### src/rtl/pms_spi_slave.sv
// pms_spi_slave: SPI mode 0 slave (CPOL=0, CPHA=0), MSB first, 8-bit frames.
//
// All SPI pins are asynchronous to clk_i. Each pin goes through SYNC_STAGES
// flops. Every state change is driven by one-cycle edge strobes taken from
// the synchronized copies of the pins.
//
// Parameters
//   SYNC_STAGES   synchronizer depth per SPI input (2..4)
//   RX_FIFO_DEPTH RX FIFO entries, power of two >= 2 (FIFO build only)
//
// Build option
//   PMS_SPI_SLV_RX_FIFO_EN  defined:   RX storage is an RX_FIFO_DEPTH-entry FIFO
//                           undefined: RX storage is a single holding register
//
// Ports
//   clk_i, rst_i           system clock, synchronous active-high reset
//   spi_sclk_i/csn_i/mosi_i SPI inputs from the external master (async)
//   spi_miso_o, spi_miso_oe_o  slave data out and its output enable
//   tx_data_i/valid_i/ready_o  next byte to transmit (ready only on load event)
//   rx_data_o/valid_o/ready_i  received bytes, oldest first
//   overflow_o             RX byte dropped because storage was full
//   underrun_o             load event found no TX byte; 0xFF sent instead
//   abort_o                CS released in the middle of a byte

module pms_spi_slave #(
  parameter int unsigned SYNC_STAGES   = 2,
  parameter int unsigned RX_FIFO_DEPTH = 4
) (
  input  logic       clk_i,
  input  logic       rst_i,
  input  logic       spi_sclk_i,
  input  logic       spi_csn_i,
  input  logic       spi_mosi_i,
  output logic       spi_miso_o,
  output logic       spi_miso_oe_o,
  input  logic [7:0] tx_data_i,
  input  logic       tx_valid_i,
  output logic       tx_ready_o,
  output logic [7:0] rx_data_o,
  output logic       rx_valid_o,
  input  logic       rx_ready_i,
  output logic       overflow_o,
  output logic       underrun_o,
  output logic       abort_o
);

`ifdef PMS_SPI_SLV_RX_FIFO_EN
  localparam bit FifoEn = 1'b1;
`else
  localparam bit FifoEn = 1'b0;
`endif

  // Elaboration-time parameter legality checks.
  if (SYNC_STAGES < 2 || SYNC_STAGES > 4) begin : gen_bad_sync_stages
    $error("pms_spi_slave: SYNC_STAGES must be in 2..4");
  end
  if (FifoEn && (RX_FIFO_DEPTH < 2 || (RX_FIFO_DEPTH & (RX_FIFO_DEPTH - 1)) != 0))
  begin : gen_bad_fifo_depth
    $error("pms_spi_slave: RX_FIFO_DEPTH must be a power of two >= 2");
  end

  // ---------------------------------------------------------------------------
  // Input synchronizers and edge detection
  // ---------------------------------------------------------------------------
  logic [SYNC_STAGES-1:0] sclk_sync_q, csn_sync_q, mosi_sync_q;
  logic                   sclk_prev_q, csn_prev_q;
  logic                   sclk_s, csn_s, mosi_s;
  logic                   sclk_rise, sclk_fall, csn_rise, csn_fall;

  always_ff @(posedge clk_i) begin
    if (rst_i) begin
      sclk_sync_q <= '0;
      csn_sync_q  <= '1;
      mosi_sync_q <= '0;
      sclk_prev_q <= 1'b0;
      csn_prev_q  <= 1'b1;
    end else begin
      sclk_sync_q <= {sclk_sync_q[SYNC_STAGES-2:0], spi_sclk_i};
      csn_sync_q  <= {csn_sync_q[SYNC_STAGES-2:0], spi_csn_i};
      mosi_sync_q <= {mosi_sync_q[SYNC_STAGES-2:0], spi_mosi_i};
      sclk_prev_q <= sclk_s;
      csn_prev_q  <= csn_s;
    end
  end

  assign sclk_s    = sclk_sync_q[SYNC_STAGES-1];
  assign csn_s     = csn_sync_q[SYNC_STAGES-1];
  assign mosi_s    = mosi_sync_q[SYNC_STAGES-1];
  assign sclk_rise = sclk_s & ~sclk_prev_q;
  assign sclk_fall = ~sclk_s & sclk_prev_q;
  assign csn_rise  = csn_s & ~csn_prev_q;
  assign csn_fall  = ~csn_s & csn_prev_q;

  // ---------------------------------------------------------------------------
  // Frame FSM
  // ---------------------------------------------------------------------------
  typedef enum logic [0:0] {StIdle, StActive} state_e;

  state_e     state_q, state_d;
  logic [7:0] tx_sr_q;
  logic [6:0] rx_sr_q;     // first seven bits; the eighth comes straight from mosi_s
  logic [2:0] bit_cnt_q;
  logic       byte_end_q;  // 8th rise seen, next sclk fall is a load event
  logic       push_q;
  logic [7:0] push_data_q;

  logic load_evt, shift_evt, rx_shift, leave_evt;

  always_ff @(posedge clk_i) begin
    if (rst_i) begin
      state_q <= StIdle;
    end else begin
      state_q <= state_d;
    end
  end

  // A csn rise wins over a coincident sclk edge, so a master that drops SCLK
  // and raises CS together does not trigger a spare load at the frame end.
  always_comb begin
    state_d   = state_q;
    load_evt  = 1'b0;
    shift_evt = 1'b0;
    rx_shift  = 1'b0;
    leave_evt = 1'b0;
    unique case (state_q)
      StIdle: begin
        if (csn_fall) begin
          state_d  = StActive;
          load_evt = 1'b1;
        end
      end
      StActive: begin
        if (csn_rise) begin
          state_d   = StIdle;
          leave_evt = 1'b1;
        end else begin
          rx_shift = sclk_rise;
          if (sclk_fall) begin
            load_evt  = byte_end_q;
            shift_evt = ~byte_end_q;
          end
        end
      end
      default: state_d = StIdle;
    endcase
  end

  // ---------------------------------------------------------------------------
  // Shift registers and bit counter
  // ---------------------------------------------------------------------------
  always_ff @(posedge clk_i) begin
    if (rst_i) begin
      tx_sr_q     <= 8'h00;
      rx_sr_q     <= 7'h00;
      bit_cnt_q   <= 3'd0;
      byte_end_q  <= 1'b0;
      push_q      <= 1'b0;
      push_data_q <= 8'h00;
    end else begin
      if (load_evt) begin
        tx_sr_q <= tx_valid_i ? tx_data_i : 8'hFF;
      end else if (shift_evt) begin
        tx_sr_q <= {tx_sr_q[6:0], 1'b0};
      end

      push_q <= rx_shift && (bit_cnt_q == 3'd7);
      if (rx_shift && (bit_cnt_q == 3'd7)) begin
        push_data_q <= {rx_sr_q, mosi_s};
      end

      if (leave_evt) begin
        // Partial byte is discarded on CS release.
        rx_sr_q    <= 7'h00;
        bit_cnt_q  <= 3'd0;
        byte_end_q <= 1'b0;
      end else if (rx_shift) begin
        rx_sr_q    <= {rx_sr_q[5:0], mosi_s};
        bit_cnt_q  <= bit_cnt_q + 3'd1;
        byte_end_q <= (bit_cnt_q == 3'd7);
      end else if (load_evt || shift_evt) begin
        byte_end_q <= 1'b0;
      end
    end
  end

  // ---------------------------------------------------------------------------
  // RX storage
  // ---------------------------------------------------------------------------
  logic rx_pop, rx_full, push_ok;

  assign rx_pop  = rx_valid_o & rx_ready_i;
  // A pop in the push cycle frees a slot, so a full store still accepts the byte.
  assign push_ok = push_q & (~rx_full | rx_pop);

`ifdef PMS_SPI_SLV_RX_FIFO_EN
  localparam int unsigned PtrW = (RX_FIFO_DEPTH > 1) ? $clog2(RX_FIFO_DEPTH) : 1;
  localparam logic [PtrW:0] FullCnt = (PtrW + 1)'(RX_FIFO_DEPTH);

  logic [7:0]      mem_q [RX_FIFO_DEPTH];
  logic [PtrW-1:0] wr_ptr_q, rd_ptr_q;
  logic [PtrW:0]   cnt_q;

  assign rx_full = (cnt_q == FullCnt);

  always_ff @(posedge clk_i) begin
    if (rst_i) begin
      wr_ptr_q <= '0;
      rd_ptr_q <= '0;
      cnt_q    <= '0;
    end else begin
      if (push_ok) begin
        wr_ptr_q <= wr_ptr_q + 1'b1;
      end
      if (rx_pop) begin
        rd_ptr_q <= rd_ptr_q + 1'b1;
      end
      if (push_ok && !rx_pop) begin
        cnt_q <= cnt_q + 1'b1;
      end else if (!push_ok && rx_pop) begin
        cnt_q <= cnt_q - 1'b1;
      end
    end
  end

  // Storage array needs no reset; rx_data_o is masked while empty.
  always_ff @(posedge clk_i) begin
    if (push_ok) begin
      mem_q[wr_ptr_q] <= push_data_q;
    end
  end

  assign rx_valid_o = (cnt_q != '0);
  assign rx_data_o  = rx_valid_o ? mem_q[rd_ptr_q] : 8'h00;
`else
  logic [7:0] hold_q;
  logic       hold_valid_q;

  assign rx_full = hold_valid_q;

  always_ff @(posedge clk_i) begin
    if (rst_i) begin
      hold_q       <= 8'h00;
      hold_valid_q <= 1'b0;
    end else if (push_ok) begin
      hold_q       <= push_data_q;
      hold_valid_q <= 1'b1;
    end else if (rx_pop) begin
      hold_q       <= 8'h00;
      hold_valid_q <= 1'b0;
    end
  end

  assign rx_valid_o = hold_valid_q;
  assign rx_data_o  = hold_q;
`endif

  // ---------------------------------------------------------------------------
  // Outputs
  // ---------------------------------------------------------------------------
  assign spi_miso_oe_o = (state_q == StActive);
  assign spi_miso_o    = (state_q == StActive) & tx_sr_q[7];
  assign tx_ready_o    = load_evt;
  assign underrun_o    = load_evt & ~tx_valid_i;
  assign overflow_o    = push_q & rx_full & ~rx_pop;
  assign abort_o       = leave_evt & (bit_cnt_q != 3'd0);

endmodule

### config.mk
export PLATFORM = sky130hd
export DESIGN_NAME = pms_spi_slave
export DESIGN_NICKNAME = d
export VERILOG_FILES = /design/src/rtl/pms_spi_slave.sv
export SDC_FILE = /design/constraint.sdc
export NUM_CORES = 1
export LEC_CHECK = 0
export BUFFER_PORTS_ARGS = -buffer_cell sky130_fd_sc_hd__buf_2
export CORE_ASPECT_RATIO = 0.75
export CORE_MARGIN = 5
export CORE_UTILIZATION = 52
export CTS_CLUSTER_DIAMETER = 200
export CTS_CLUSTER_SIZE = 28
export DETAILED_ROUTE_END_ITERATION = 7
export HOLD_SLACK_MARGIN = 0.06
export PLACE_DENSITY = 0.78
export SLEW_MARGIN = 20
export SYNTH_ARGS = -nofsm -noshare
export SYNTH_HDL_FRONTEND = slang
export SYNTH_SLANG_ARGS = --single-unit
### constraint.sdc
create_clock -name clk_i -period 2.4 [get_ports clk_i]
set_clock_uncertainty 0.2 [all_clocks]
set_input_delay 0.12 -clock clk_i [delete_from_list [all_inputs] [get_ports clk_i]]
set_output_delay 0.12 -clock clk_i [all_outputs]
set_load 0.005 [all_outputs]
* Word-level counts from Yosys, hierarchy flattened
Cells that the tools add are included.
** Word-level totals
- Bits in registers :: 46
- Bits of input ports :: 15
** Operators by class
- Muxes and demuxes :: 22
- Equality and inequality tests :: 1
- Bitwise logic cells :: 21
- Add/subtract/negate cells :: 1
- Reduce and logical (&&, ||, !) cells :: 7
** Operators with widths (count)
- $mux 8 :: 5
- $mux 1 :: 15
- $and 1x1->1 :: 11
- $not 1->1 :: 9
- $reduce_bool 2->1 :: 3
- $pmux 1 s2 :: 2
- $add 3x1->3 const B :: 1
- $eq 3x3->1 const B :: 1
- $reduce_bool 3->1 :: 1
- $reduce_or 2->1 :: 1
- $logic_and 1x1->1 :: 1
- $logic_or 1x1->1 :: 1
- $or 1x1->1 :: 1

* Logic depth before layout (Yosys ltp)
Gate-level depths: netlist of the first run.
- Depth after elaboration :: 8
- Mapped depth :: 6

* Worst setup path before layout of the first run
Ideal clock, no wire load.
- Path kind :: reg2reg
- From :: register state_q, in the netlist spi_miso_oe_o
- To :: register tx_sr_q[7]
- Path slack :: 712 ps
- Cell stages (with the launch flop) :: 7
- Required time :: 2069 ps
- Arrival time :: 1357 ps
- Setup time :: 131 ps
- Path through :: dfxtp_1 > buf_6 > nor4bb_1 > a311oi_2 > buf_6 > a221o_1 > a21oi_2
** Between the ends
- Cells in the longest elaborated chain, start to end :: 3
- Elaborated cells between the ends (all ways) :: 5
- Those cells by class :: mux (3); bitwise (1); reduce/logical (1)
** RTL lines
- start, declared :: RTL line 99 : state_e state_q, state_d;
- start signal, assigned :: RTL line 111 : state_q <= StIdle;
- start signal, assigned :: RTL line 113 : state_q <= state_d;
- $not 1->1
- $pmux 1 s2 :: RTL line 125 : unique case (state_q)
- $mux 8 / $reduce_bool 2->1 (equally long branches)
- end signal, assigned :: RTL line 161 : tx_sr_q <= tx_valid_i ? tx_data_i : 8'hFF;
- end signal, assigned :: RTL line 163 : tx_sr_q <= {tx_sr_q[6:0], 1'b0};
- end, declared :: RTL line 100 : logic [7:0] tx_sr_q;
Parallel ways exist; a longest one is shown, timed or not.
A chain may end at the register's enable or synchronous reset.

* Worst setup path after layout of the first run
- From :: register state_q, in the netlist spi_miso_oe_o
- To :: output port underrun_o
** Between the ends
- Cells in the longest elaborated chain, start to end :: 3
** RTL lines
- $not 1->1
- $pmux 1 s2 (*) :: RTL line 125
- $and 1x1->1 (*) :: RTL line 263 : assign underrun_o = load_evt & ~tx_valid_i;
- end, declared :: RTL line 43 : output logic underrun_o,
Every way passes the cells marked *; elsewhere a longest branch is shown, timed or not.

==> flow_metrics.tcl, run 1 <==
set metrics [dict create \
    status "completed" \
    ir_drop_mv 0.4004 \
    final_area_um2 2177 \
    path_class "flop to output port" \
    power_density_nw_per_um2 590.7 \
    insertion_delay_ns 0.29 \
    rsz0062_at_grt "false" \
    grt_pass1_vias 1368 \
    fin_total_pwr_w 0.001286 \
    setup_viol 0 \
    drt_wl_total_mm 3.436 \
    async_flop_share_pct 0 \
    syn_avg_cell_area_um2 9.625 \
    maxSlewHeadroom_pct 53.30 \
    viasPerCell 5.307 \
    drive_gt1_share_pct 19.57 \
    netlist_area_um2 1848 \
    numPortBuffers 29 \
    coreArea_um2 3356 \
    power.share.combinational_pct 5.9 \
    fmax_mhz 467.7 \
    syn2layout_area_growth_pct 17.81 \
    internal-power_w 0.001010 \
    yosysWarningCount 0 \
    fin_util_pct 64.88 \
    dpl_cell_area_um2 1981 \
    io_pins 30 \
    nFillCells 275 \
    synth_cell_types 32 \
    yosysMostFrequentCell "dfxtp_1" \
    grt_antenna_before_repair 0 \
    cp_data_arrival_time_ns 1.82 \
    synthTopCellsByArea "dfxtp_1 50%, mux2i_1 9.7%, nor2_1 8.7%" \
    cp_max_fo 11 \
    cp_data_required_time_ns 2.08 \
    drc_errors 0 \
    seq_power_share_pct 60.6 \
    rows 18 \
    dominantRegCellSynth "dfxtp_1" \
    power.switching_w 0.0002760 \
    post-route-period-util_pct 89.09 \
    antennaDiodeCount 0 \
    p_leak_nw 0.9905 \
    grt_max_degree 37 \
    cts_tree "built" \
    cpPeakStageDelay_ns 0.44 \
    synth_edf_count 0 \
    tightest_slew_ns 0.6986 \
    synthTopCellsByCount "46 x dfxtp_1, 43 x nor2_1, 18 x mux2i_1, 9 x a21oi_1, 9 x nor2b_1" \
    finalHoldViolCount 0 \
    grt_overflow 0 \
    cp_cell_sequence "nor3b_4 > a41o_1 > and2_1 > buf_2" \
    timing.setup.tns_ns 0 \
    r2r_slack_ns 0.46 \
    swShare_pct 21.46 \
    cpLargestDelayFamily "simple AND/OR/NAND/NOR gates" \
    track_usage_pct 15.77 \
    clk_pin_slew_worst_paths_ns 0.08 \
    dr.pass1.iters 4 \
    initial_core_util_pct 55.07 \
    hpwl_mm 2.194 \
    synth-seq-cells 46 \
    die_w_um 78.84 \
    grt_pass1_wl_mm 5.885 \
    yosysTopAreaCell "dfxtp_1" \
    cts_inserted_buffers 5 \
    ant_nets 0 \
    clockPowerShare_pct 33.5 \
    crit_buf_inv 1 \
    postCtsSetupBuffers 0 \
    slew_violations 0 \
    critical_path.endpoint_type "output port" \
    vias 1433 \
    cts_num_sinks 46 \
    dieHeight_um 61.63 \
    min_period_ns 2.138 \
    critPathSlowestCell "dfxtp_1" \
    hp-class "input port to flop" \
    cts-root-buf "clkbuf_8" \
    synth_top_area_share_pct 49.83 \
    globalplace.congestion 0.7345 \
    htreeDepth 2 \
    syn_nets 210 \
    clk_path_buf_depth 2 \
    max_cap_viol_count 0 \
    synth-seq-area-share_pct 49.83 \
    drt-initial-drc-count 97 \
    dieArea_um2 4858 \
    wl_per_cell_um 12.73 \
    synthCells 192 \
    start_kind "flop" \
    fin_nets 248 \
]
==> registers in the layout, summed over array words and instances, names as in the netlist <==
signal	cells
csn_prev_q	1
mosi_sync_q	2
rx_data_o	8
push_q	1
sclk_sync_q	2
spi_miso_oe_o	1
bit_cnt_q	3
rx_valid_o	1
byte_end_q	1
sclk_prev_q	1
rx_sr_q	7
csn_sync_q	2
tx_sr_q	8
push_data_q	8
==> layout make-up <==
cell class	instances	area (µm²)	share of cell area (%)
Sequential cell	46	920.9	42.30
Tap cell	40	50.05	2.299
Timing Repair Buffer	42	272.8	12.53
Multi-Input combinational cell	129	834.6	38.33
Inverter	6	22.52	1.034
Clock buffer	7	76.32	3.506
==> power groups by stage <==
stage | registers (W) | logic [W] | clock network (W)
after floorplan | 0.000794 | 0.0000468 | 0
after global placement | 0.000797 | 0.0000593 | 0
after CTS | 0.000779 | 0.0000748 | 0.000449
after global routing | 0.000781 | 0.0000843 | 0.000477
after detailed placement | 0.000797 | 0.0000601 | 0
final | 0.000780 | 0.0000756 | 0.000431
==> path summary, 6_finish.rpt <==
check                 from              to  cells past startpoint
min reg2reg  csn_sync_q[0]   csn_sync_q[1]                      1
max          spi_miso_oe_o      underrun_o                      4
min                  rst_i    rx_data_o[3]                      2
max reg2reg  spi_miso_oe_o  push_data_q[7]                      3
==> cells by family (layout without fill, tap and decap cells) <==
kind of cell | count (synthesis) | count (layout) | share of synthesized area [%]
buf+inv | 17 | 55 | 5.010
compound gates | 30 | 30 | 12.53
mux | 18 | 18 | 9.749
flops | 46 | 46 | 49.83
simple gates | 76 | 76 | 19.84
fa+ha+maj | 4 | 4 | 2.573
xor+xnor | 1 | 1 | 0.4740
==> through the flow <==
| stage | hold WS [ns] | instances | setup slack [ns] |
|---|---|---|---|
| after floorplan | 0.02381 | 192 | 0.7120 |
| after global placement | 0.1060 | 251 | 0.4989 |
| after detailed placement | 0.1065 | 251 | 0.4612 |
| after CTS | 0.1312 | 270 | 0.2601 |
| after global routing | 0.1603 | 270 | 0.1131 |
| final | 0.1241 | 270 | 0.2619 |
==> layout by cell type, fill, tap and decap left out, types with 2 or more instances in the layout <==
cell,Yosys,layout
nand2b_1,2,2
or2_2,4,4
clkbuf_1,5,2
ha_1,3,3
nor2_1,43,43
a21oi_2,2,2
a21oi_1,9,9
and2_1,2,2
dlygate4sd3_1,0,12
nand3_1,2,2
inv_1,5,5
nor2b_1,9,9
dfxtp_1,46,46
clkbuf_8,0,5
nand2_1,8,8
buf_2,2,29
a221o_1,7,7
a22oi_1,7,7
nand4_1,2,2
mux2i_1,18,18
==> timing repair <==
item / CTS / global route
hold endpoints to repair: 13 / 0
hold buffers: 12 / 0
gates resized for setup: 0 / 0
==> per-layer routing <==
metal  vias to the layer above  global-route usage (%)  part of all wire, %
met4                         0                   9.069                  3.0
met2                        38                   24.91                   42
met5                         -                       0                    0
li1                        733                       -                    -
met1                       651                   19.75                   50
met3                        11                   4.532                  5.3
Power figures use the tool's default switching activity.
==> run 2: changes to the inputs <==
Settings changed: CORE_UTILIZATION 52 to 49, RECOVER_POWER from default to 100.
Clock period 2.4 ns to 1.76 ns, I/O delays scaled along.
==> run 2 against run 1 <==
  * First-iteration DRC count increased by 55%
  * Total power increased by 44%
  * Design area increased by 8.9%
  * Wire length increased by 14%
  * Critical path depth increased by 2
  * Final cell count increased by 9.6%
  * Non-clock buffer count increased by 13
  * Sequential share of layout area decreased by 3.2 points
  * Sequential power increased by 36%
  * Die area increased by 5.2%
  * Worst hold slack got worse by 0.0060 ns
  * Via count increased by 3.5%
==> flow_metrics.tcl, run 2 (synthesis results as in run 1) <==
set metrics [dict create \
    grt_pass1_wl_mm 6.520 \
    cp.depth 6 \
    whs_ns 0.1181 \
    initial_core_util_pct 50.48 \
    rows 19 \
    dpl_cell_area_um2 2046 \
    fin_util_pct 64.76 \
    antennaDiodeCount 0 \
    htreeDepth 2 \
    power.share.combinational_pct 7.0 \
    insertion_delay_ns 0.30 \
    coreArea_um2 3661 \
    final_cell_mix "43 x nor2_1, 43 x dfxtp_1, 27 x buf_2" \
    fmax_mhz 568.8 \
    multiInputGateArea_um2 854.6 \
    critPathSlowestCell "dfxtp_4" \
    clockPowerShare_pct 35.8 \
    setup_viol 0 \
    rsz0062_at_grt "true" \
    seq_power_share_pct 57.2 \
    finalHoldViolCount 0 \
    maxSlewHeadroom_pct 65.33 \
    swShare_pct 22.53 \
    drc_errors 0 \
    globalplace.congestion 0.7384 \
    hpwl_mm 2.483 \
    drt-initial-drc-count 150 \
    grt_overflow 0 \
    crit_buf_inv 3 \
    ir_drop_mv 0.3928 \
    start_kind "flop" \
    wl_per_cell_um 13.23 \
    p_leak_nw 1.069 \
    grt_pass1_vias 1403 \
    holdPathStages 4 \
    internal-power_w 0.001436 \
    r2r_slack_ns 0.002 \
    fin_total_pwr_w 0.001854 \
    ant_nets 0 \
    path_class "flop to flop" \
    post-route-period-util_pct 99.89 \
    cp_data_arrival_time_ns 1.80 \
    fin_nets 261 \
    register_area_um2 927.1 \
    grt_antenna_before_repair 0 \
    timing.setup.tns_ns 0 \
    cp_data_required_time_ns 1.80 \
    io_pins 30 \
    min_period_ns 1.758 \
    status "completed" \
    cts_tree "built" \
    cpPeakStageDelay_ns 0.37 \
    syn2layout_area_growth_pct 28.30 \
    power.switching_w 0.0004176 \
    dieHeight_um 63.19 \
    drt_wl_total_mm 3.916 \
    hp-class "input port to flop" \
    clk_path_buf_depth 2 \
    nFillCells 314 \
    grt_max_degree 20 \
    cp_cell_sequence "buf_8 > buf_4 > a41o_4 > buf_6 > a221o_1 > a21oi_2" \
    clk_pin_slew_worst_paths_ns 0.08 \
    numPortBuffers 29 \
    cpLargestDelayFamily "compound AO/OA/AOI/OAI gates" \
    critical_path.endpoint_type "flop" \
    cts-root-buf "clkbuf_8" \
    rr_worst_depth 6 \
    power_density_nw_per_um2 781.9 \
    cts_inserted_buffers 5 \
    dr.pass1.iters 4 \
    cts_num_sinks 46 \
    max_cap_viol_count 0 \
    dieArea_um2 5112 \
    die_w_um 80.91 \
    track_usage_pct 16.39 \
    final_area_um2 2371 \
    tightest_slew_ns 0.5189 \
    vias 1483 \
    cp_max_fo 7 \
    slew_violations 0 \
    viasPerCell 5.010 \
    drive_gt1_share_pct 26.23 \
]
[run 2: through the flow]
stage / setup slack [ns] / std cells
after CTS: 0.004133 / 294
after floorplan: 0.07199 / 192
after global routing: -0.04811 / 296
final: 0.002021 / 296
after detailed placement: 0.06464 / 268
after global placement: 0.08522 / 268
[run 2: worst register-to-register path: cells and delay by family (launching register included)]
kind / cells / cell delay (ns)
AO/OA/AOI/OAI: 3 / 0.74
buffers and inverters: 3 / 0.40
flip-flops: 1 / 0.37
[run 2: layout make-up]
class / instances / share of cell area (%)
clock buffer: 6 / 3.483
multi-input combinational: 129 / 36.04
timing repair buffer: 55 / 17.15
clock inverter: 2 / 0.5277
sequential: 46 / 39.10
inverter: 6 / 0.9499
tap: 52 / 2.744
[run 2: worst paths after layout]
check | endpoint | start
worst max-delay path | tx_sr_q[5] | spi_miso_oe_o
worst min-delay path | tx_sr_q[0] | tx_valid_i
worst max register to register | tx_sr_q[5] | spi_miso_oe_o
worst min register to register | csn_sync_q[1] | csn_sync_q[0]
[run 2: routing by layer]
metal	wire [µm]	up-vias	GRT usage, %	share of wire (%)
met1	1804	674	21.86	46
li1	-	758	-	-
met5	0	-	0	0
met3	221	9	4.843	5.6
met4	95	0	8.228	2.4
met2	1796	42	23.77	46
[run 2: power by group through the flow]
| stage | Combinational [W] | Clock, W | Sequential [W] |
|---|---|---|---|
| final | 0.000130 | 0.000663 | 0.00106 |
| after detailed placement | 0.0000907 | 0 | 0.00108 |
| after CTS | 0.000121 | 0.000682 | 0.00106 |
| after global placement | 0.0000887 | 0 | 0.00108 |
| after floorplan | 0.0000638 | 0 | 0.00108 |
| after global routing | 0.000143 | 0.000740 | 0.00106 |
[run 2: what timing repair did]
action,in CTS,in global routing
resized for setup,4,11
pin swaps,1,4
hold endpoints to repair,23,0
hold buffers,16,0
setup buffers,2,3
setup endpoints to repair,2,9
==> run 3: changes to the inputs <==
Settings changed: CORE_UTILIZATION 49 to 52, CTS_BUF_LIST from default to sky130_fd_sc_hd__clkbuf_8, SKIP_LAST_GASP from default to 1.
Clock period 1.76 ns to 1.9 ns, I/O delays scaled along.
==> run 3 against run 2 <==
  * Wire length shrank 9.5%
  * Total power grew 5.8%
  * Flip-flop and latch count stayed put
  * Clock power increased by 31%
  * Global-route usage fell by 0.59 points
  * Via count down 4.2%
  * Non-clock buffer count down 7
  * Count of clock-buffer cells in the layout did not move
  * Die area down 5.0%
  * Largest cell class unchanged
==> flow_metrics.tcl, run 3 (synthesis results as in run 1) <==
set metrics [dict create \
    cp_data_arrival_time_ns 1.53 \
    antennaDiodeCount 0 \
    insertion_delay_ns 0.29 \
    setup_viol 0 \
    finalHoldViolCount 0 \
    grt_max_degree 20 \
    die_w_um 78.84 \
    track_usage_pct 15.80 \
    power.switching_w 0.0003712 \
    dieArea_um2 4858 \
    rr_endpoint "tx_sr_q[7]" \
    ant_nets 0 \
    postCtsSetupBuffers 0 \
    swShare_pct 18.93 \
    fin_nets 254 \
    slew_violations 0 \
    io_pins 30 \
    p_leak_nw 1.016 \
    max_cap_viol_count 0 \
    start_kind "flop" \
    grt_pass1_wl_mm 5.830 \
    numPortBuffers 29 \
    drc_errors 0 \
    wl_met3_um 154 \
    vias 1421 \
    cts_tree "built" \
    clockPowerShare_pct 44.4 \
    min_period_ns 1.822 \
    drt-initial-drc-count 94 \
    hpwl_mm 2.312 \
    drive_gt1_share_pct 19.83 \
    dr.max_layer_used "met4" \
    clk_path_buf_depth 2 \
    cp_data_required_time_ns 1.60 \
    rows 18 \
    internal-power_w 0.001590 \
    seq_power_share_pct 50.2 \
    power.share.combinational_pct 5.4 \
    r2r_slack_ns 0.18 \
    clk_pin_slew_worst_paths_ns 0.08 \
    timing.setup.tns_ns 0 \
    dr.pass1.iters 4 \
    min_to "tx_sr_q[7]" \
    drt_wl_total_mm 3.543 \
    wl_met2_mm 1.518 \
    cts_num_sinks 46 \
    final_cell_mix "44 x dfxtp_1, 43 x nor2_1, 21 x buf_2" \
    cp_max_fo 10 \
    hp-class "input port to flop" \
    status "completed" \
    globalplace.congestion 0.7693 \
    cts-root-buf "clkbuf_8" \
    grt_pass1_vias 1321 \
    holdPathStages 4 \
    maxSlewHeadroom_pct 61.56 \
    tightest_slew_ns 0.5754 \
    syn2layout_area_growth_pct 23.97 \
    wl_met1_mm 1.766 \
    layout_commonest_cell "dfxtp_1" \
    min-delay-start "tx_data_i[7]" \
    ir_drop_mv 0.5304 \
    rsz0062_at_grt "true" \
    coreArea_um2 3356 \
    instances_no_fill 277 \
    grt_antenna_before_repair 0 \
    timing.rr.start "csn_prev_q" \
    placedCellCount 256 \
    htreeDepth 2 \
    wl_per_cell_um 12.79 \
    critical_path.endpoint_type "output port" \
    viasPerCell 5.130 \
    grt_overflow 0 \
    dieHeight_um 61.63 \
    cts_inserted_buffers 5 \
    power_density_nw_per_um2 855.9 \
    whs_ns 0.07067 \
    fmax_mhz 548.9 \
    rr_worst_depth 4 \
    initial_core_util_pct 55.07 \
    cp-startpoint "csn_prev_q" \
    post-route-period-util_pct 95.89 \
    path_class "flop to output port" \
]
[run 3: changes by cell type in the layout (fill, tap and decap cells not counted), sizes merged]
| cell | delta |
|---|---|
| buf | -14 |
| bufinv | +2 |
| clkbuf | +9 |
| clkinv | -1 |
| clkinvlp | -1 |
| dlygate4sd3 | -2 |
[run 3: area by class of cell]
type	instances	area, µm²
clock buffers	6	82.58
clock inverters	2	60.06
fillers	279	1065
inverters	6	22.52
multi-input cells	129	835.8
flip-flops and latches	46	923.4
well taps	40	50.05
repair buffers	48	316.6
[run 3: worst max-delay path by stage]
stage          slack [ns]         end
2_1_floorplan        0.21  tx_sr_q[7]
3_3_place_gp         0.18  tx_sr_q[7]
3_5_place_dp         0.10  tx_sr_q[7]
4_1_cts              0.04  underrun_o
5_1_grt           -0.0004  underrun_o
6_report             0.08  underrun_o
[run 3: layer usage]
layer,track usage [%],vias up
li1,-,741
met1,19.48,643
met2,25.39,26
met3,4.678,11
met4,8.824,0
met5,0,-
[run 3: what timing repair did]
action | CTS | global route
gates resized for setup | 1 | 2
setup endpoints to repair | 1 | 8
hold endpoints to repair | 17 | 0
pin swaps | 0 | 0
hold buffers | 13 | 0
[run 3: critical path, stage by stage (launching register included)]
cell and delay, ns:
dfxtp_1 0.35, nand2b_1 0.22, a41o_2 0.37, and2_1 0.18, buf_2 0.12
[run 3: per-stage QoR]
stage,util [%],setup slack [ns],area (µm²),power (W)
3_3_place_gp,60.51,0.1829,2031,0.001089
3_5_place_dp,60.51,0.1017,2031,0.001091
2_1_floorplan,-,0.2120,1848,0.001062
5_1_grt,68.27,-0.0003608,2291,0.002037
4_1_cts,68.68,0.03517,2305,0.001981
6_report,68.27,0.07815,2291,0.001961
[run 3: power by group through the flow]
stage          clock [W]  combinational, W  sequential, W
3_5_place_dp           0         0.0000840        0.00101
2_1_floorplan          0         0.0000591        0.00100
6_report        0.000871          0.000105       0.000984
3_3_place_gp           0         0.0000830        0.00101
4_1_cts         0.000892          0.000105       0.000984
5_1_grt         0.000935          0.000116       0.000986
